<file path="src/rtl/serial_add_sub.sv">
// Multi-cycle adder/subtractor: DIGIT bits per clock through a ripple slice,
// with the carry between digits held in a register. Start/done handshake.
module serial_add_sub #(
    parameter int WIDTH = 16,
    parameter int DIGIT = 4
) (
    input  logic             clk,
    input  logic             rst,
    input  logic             start,
    input  logic             sub,
    input  logic [WIDTH-1:0] a,
    input  logic [WIDTH-1:0] b,
    input  logic             cin,
    output logic             busy,
    output logic             done,
    output logic [WIDTH-1:0] result,
    output logic             cout,
    output logic             ovf
);

    localparam int N     = WIDTH / DIGIT;
    localparam int CNT_W = (N > 1) ? $clog2(N) : 1;

    typedef enum logic [1:0] {
        S_IDLE,
        S_RUN,
        S_DONE
    } state_t;

    typedef struct packed {
        logic [DIGIT-1:0] sum;
        logic             c_msb;   // carry into the top bit of the slice
        logic             c_out;   // carry out of the top bit of the slice
    } slice_t;

    state_t             state_q, state_d;
    logic [WIDTH-1:0]   op_a_q, op_a_d;
    logic [WIDTH-1:0]   op_b_q, op_b_d;
    logic               carry_q, carry_d;
    logic [CNT_W-1:0]   cnt_q, cnt_d;
    logic [WIDTH-1:0]   acc_q, acc_d;
    logic [WIDTH-1:0]   result_q, result_d;
    logic               cout_q, cout_d;
    logic               ovf_q, ovf_d;

    slice_t             slice;
    logic [WIDTH-1:0]   acc_next;

    function automatic slice_t add_digit(input logic [DIGIT-1:0] x,
                                         input logic [DIGIT-1:0] y,
                                         input logic             ci);
        slice_t r;
        logic   c;
        r = '0;
        c = ci;
        for (int i = 0; i < DIGIT; i++) begin
            r.c_msb  = c;
            r.sum[i] = x[i] ^ y[i] ^ c;
            c        = (x[i] & y[i]) | (x[i] & c) | (y[i] & c);
        end
        r.c_out = c;
        return r;
    endfunction

    always_comb begin
        slice = add_digit(op_a_q[DIGIT-1:0], op_b_q[DIGIT-1:0], carry_q);
        // New digit enters at the MSB end; works unchanged when DIGIT == WIDTH.
        acc_next = WIDTH'({slice.sum, acc_q} >> DIGIT);
    end

    always_comb begin
        // NOTE: every next-state signal gets a default first so no latch is inferred.
        state_d  = state_q;
        op_a_d   = op_a_q;
        op_b_d   = op_b_q;
        carry_d  = carry_q;
        cnt_d    = cnt_q;
        acc_d    = acc_q;
        result_d = result_q;
        cout_d   = cout_q;
        ovf_d    = ovf_q;

        unique case (state_q)
            S_IDLE, S_DONE: begin
                if (start) begin
                    state_d = S_RUN;
                    op_a_d  = a;
                    op_b_d  = sub ? ~b : b;
                    carry_d = cin;
                    cnt_d   = '0;
                    acc_d   = '0;
                end else begin
                    state_d = S_IDLE;
                end
            end
            S_RUN: begin
                op_a_d  = op_a_q >> DIGIT;
                op_b_d  = op_b_q >> DIGIT;
                carry_d = slice.c_out;
                acc_d   = acc_next;
                cnt_d   = CNT_W'(cnt_q + 1'b1);
                if (cnt_q == CNT_W'(N - 1)) begin
                    // Publish on the edge that enters DONE so outputs align with done.
                    state_d  = S_DONE;
                    result_d = acc_next;
                    cout_d   = slice.c_out;
                    ovf_d    = slice.c_out ^ slice.c_msb;
                end
            end
            default: state_d = S_IDLE;
        endcase
    end

    always_ff @(posedge clk) begin
        if (rst) begin
            state_q  <= S_IDLE;
            op_a_q   <= '0;
            op_b_q   <= '0;
            carry_q  <= 1'b0;
            cnt_q    <= '0;
            acc_q    <= '0;
            result_q <= '0;
            cout_q   <= 1'b0;
            ovf_q    <= 1'b0;
        end else begin
            state_q  <= state_d;
            op_a_q   <= op_a_d;
            op_b_q   <= op_b_d;
            carry_q  <= carry_d;
            cnt_q    <= cnt_d;
            acc_q    <= acc_d;
            result_q <= result_d;
            cout_q   <= cout_d;
            ovf_q    <= ovf_d;
        end
    end

    assign busy   = (state_q == S_RUN);
    assign done   = (state_q == S_DONE);
    assign result = result_q;
    assign cout   = cout_q;
    assign ovf    = ovf_q;

endmodule

</file>
<file path="config.mk">
export PLATFORM = sky130hd
export DESIGN_NAME = serial_add_sub
export DESIGN_NICKNAME = d
export VERILOG_FILES = /design/src/rtl/serial_add_sub.sv
export SDC_FILE = /design/constraint.sdc
export NUM_CORES = 1
export LEC_CHECK = 0
export BUFFER_PORTS_ARGS = -buffer_cell sky130_fd_sc_hd__buf_2
export CELL_PAD_IN_SITES_DETAIL_PLACEMENT = 0
export CELL_PAD_IN_SITES_GLOBAL_PLACEMENT = 2
export CORE_MARGIN = 4
export CORE_UTILIZATION = 25
export CTS_CLUSTER_DIAMETER = 50
export DETAILED_ROUTE_END_ITERATION = 16
export PLACE_DENSITY = 0.69
export SLEW_MARGIN = 20
export SYNTH_ARGS = -nofsm -noshare
export SYNTH_HDL_FRONTEND = slang
export SYNTH_SLANG_ARGS = --single-unit
</file>
<file path="constraint.sdc">
create_clock -name clk -period 2.7 [get_ports clk]
set_input_delay 0.54 -clock clk [delete_from_list [all_inputs] [get_ports clk]]
set_output_delay 0.54 -clock clk [all_outputs]
set_load 0.02 [all_outputs]
</file>
==> results.yml <==
outcome:
  status: "completed"
logic_synthesis:
  synth.avg_cell_area_um2: 8.72
  synth-edff-count: 0
  synth_cell_type_count: 25
  yosys_warnings: 0
  synthTopCellsByArea: "dfxtp_1 (47%), a21oi_1 (10%), nand3_1 (8.2%), a22oi_1 (6.3%), nand2_1 (5.8%)"
  ys_ff_latch: 67
  yosysSeqAreaShare_pct: 46.9
  synth_ff_type: "dfxtp_1"
  synth_top_area_share_pct: 46.9
  synth_nets: 370
  synthCells: 328
  netlist_area_um2: 2860
  postSynth.asyncResetShare_pct: 0
  yosysTopAreaCell: "dfxtp_1"
finish:
  drive_gt1_share_pct: 22.0
  fill_cells: 1218
  regArea_um2: 1340
  antenna_cells: 0
  multi_input_area_um2: 1280
  syn_to_final_growth_pct: 21.1
  fin_nets: 410
detailed_routing:
  ant_nets: 0
  routed_via_density: 4.61
  wl_mm: 7.02
  dr.pass1.iters: 4
  drtIter0Drc: 148
  wl_per_cell_um: 13.7
  num_vias: 2363
  drc_errors: 0
clock_network:
  cts_buffers: 9
  cts.clk_slew.worst_paths_ns: 0.06
  cts.sinks: 67
  cts_root_buffer: "clkbuf_16"
  cts_max_level: 3
  cts_tree: "yes"
  cts_buffer_depth: 2
  clk_latency_ns: 0.32
  ctsHoldBuffers: 0
  post-cts-setup-buffers: 0
  cts_resized: 0
setup_path:
  cpLargestDelayFamily: "adder cells"
  crit_slowest_cell: "fa_1"
  critPathBufInv: 1
  crit_path_max_incr_delay_ns: 0.44
  worstPathMaxFanout: 3
  critical_path_arrival_ns: 2.52
  crit_required_ns: 2.93
  path_class: "register to register"
  worstSetupStartpointType: "register"
  cpMostUsedCell: "fa_1"
  end_kind: "register"
  worstPathCellList: "fa_1, inv_1, fa_1, fa_1, fa_1, xnor2_1, a211oi_1"
global_route:
  grt_start_max_net_pins: 68
  grt_overflow: 0
  grtUsageTotal_pct: 11.1
  antenna_found_initial: 0
  grt_pass1_wl_mm: 11.7
  grt_pass1_vias: 2317
power:
  leakagePower_nw: 1.30
  p_total_mw: 2.54
  power.density_nw_per_um2: 733
  irDropWorstVdd_mv: 0.288
die:
  core_um2: 11000
  fp.dieW_um: 115
  dieArea_um2: 13200
  io_pins: 57
  die_h_um: 115
  rows: 38
  start_util_pct: 25.9
sta:
  slew_violations: 0
  worstMarginPinSlew_ns: 0.820
  finalSetupTns_ns: 0
  rsz0062_at_grt: "no"
  setup_viol: 0
  relSlewSlack_pct: 45.3
  timing.final.hold_violations: 0
  fin_crit_sh_pct: 84.5
  hold_ws_ns: 0.449
  skew_ns: 0.00543
  fin_ws_ns: 0.417
  finalCriticalPeriod_ns: 2.28
  max_freq_ghz: 0.438
placement:
  hpwl_mm: 4.43
  place.gp.congestion: 0.678
  place_ws_ns: 0.400
  port_buffers: 56
job:
  cap_violations: 0
worst_hold_path:
  hp-class: "register to register"
-- per-stage QoR --
stage	area [um^2]	instances	utilization, %
finish	3460	513	31.4
global route	3460	513	31.4
CTS	3460	513	31.4
detailed placement	3150	497	28.5
global placement	3150	497	28.5
floorplan	2860	328	-
-- path summary, 6_finish.rpt --
check / from / endpoint / slack [ns] / cells past startpoint
worst max-delay path: op_b_q[0] / ovf / 0.42 / 7
worst min-delay path: result[11] / result[11] / 0.45 / 2
worst max register to register: op_b_q[0] / ovf / 0.42 / 7
worst min register to register: result[11] / result[11] / 0.45 / 2
-- synthesized netlist by cell type (all sizes together), types with 5 or more instances --
cell type and n:
clkbuf 6, nand3 47, a22oi 24, a21oi 60
xor2 16, nor2 7, a211oi 5, nand2 44
nand2b 6, buf 26, dfxtp 67, inv 7
-- cell usage in the layout (no fill, tap or decap), types with 2 or more instances in the layout --
cell type and instances:
fa_1 4, a211oi_1 5, clkbuf_16 9, clkinvlp_4 3, buf_4 5, a22oi_1 24, nand2b_1 4, dfxtp_1 67
buf_2 56, bufinv_16 2, nand2b_2 2, clkinv_2 3, a21oi_1 59, nand3_1 47, nand2_1 44, nor2_1 7
xor2_1 16, inv_1 7
-- cell type report --
| type | count | area share, % |
|---|---|---|
| flip-flops and latches | 67 | 38.7 |
| multi-input cells | 221 | 37.0 |
| repair buffers | 61 | 9.17 |
| clock buffers | 9 | 6.50 |
| well taps | 140 | 5.06 |
| clock inverters | 7 | 2.67 |
| inverters | 8 | 0.903 |
-- routing by layer --
metal	routed length, um	share of wire [%]	GRT usage, %
met2	3230	46	16.9
met4	53	0.75	3.29
met3	364	5.2	3.95
met1	3380	48	14.9
met5	0	0	0
-- flip-flops by register name, summed over array words and instances (netlist names) --
signal   cells
carry_q      1
op_a_q      16
cnt_q        2
op_b_q      16
state_q      2
ovf          1
cout         1
result      16
acc_q       12
-- worst register-to-register path: cells and delay by family, from the launching register on --
family,cells,cell delay [ns]
buf+inv,1,0.05
compound gates,1,0.22
flops,1,0.35
fa+ha+maj,4,1.43
xor+xnor,1,0.15
-- logic make-up after synthesis --
| logic type | share of synthesized area [%] |
|---|---|
| fa+ha+maj | 3.24 |
| buf+inv | 8.61 |
| flops | 46.9 |
| simple gates | 17.3 |
| compound gates | 18.8 |
| xor+xnor | 5.20 |
-- where the power goes --
part           leakage [nW]  total [mW]  switching, mW  internal (mW)
combinational         0.611       0.239          0.149         0.0895
clock                 0.147        1.24          0.438          0.804
sequential            0.546        1.06         0.0244           1.03
total                  1.30        2.54          0.611           1.93
No activity file was read; power rests on OpenSTA's default activity.
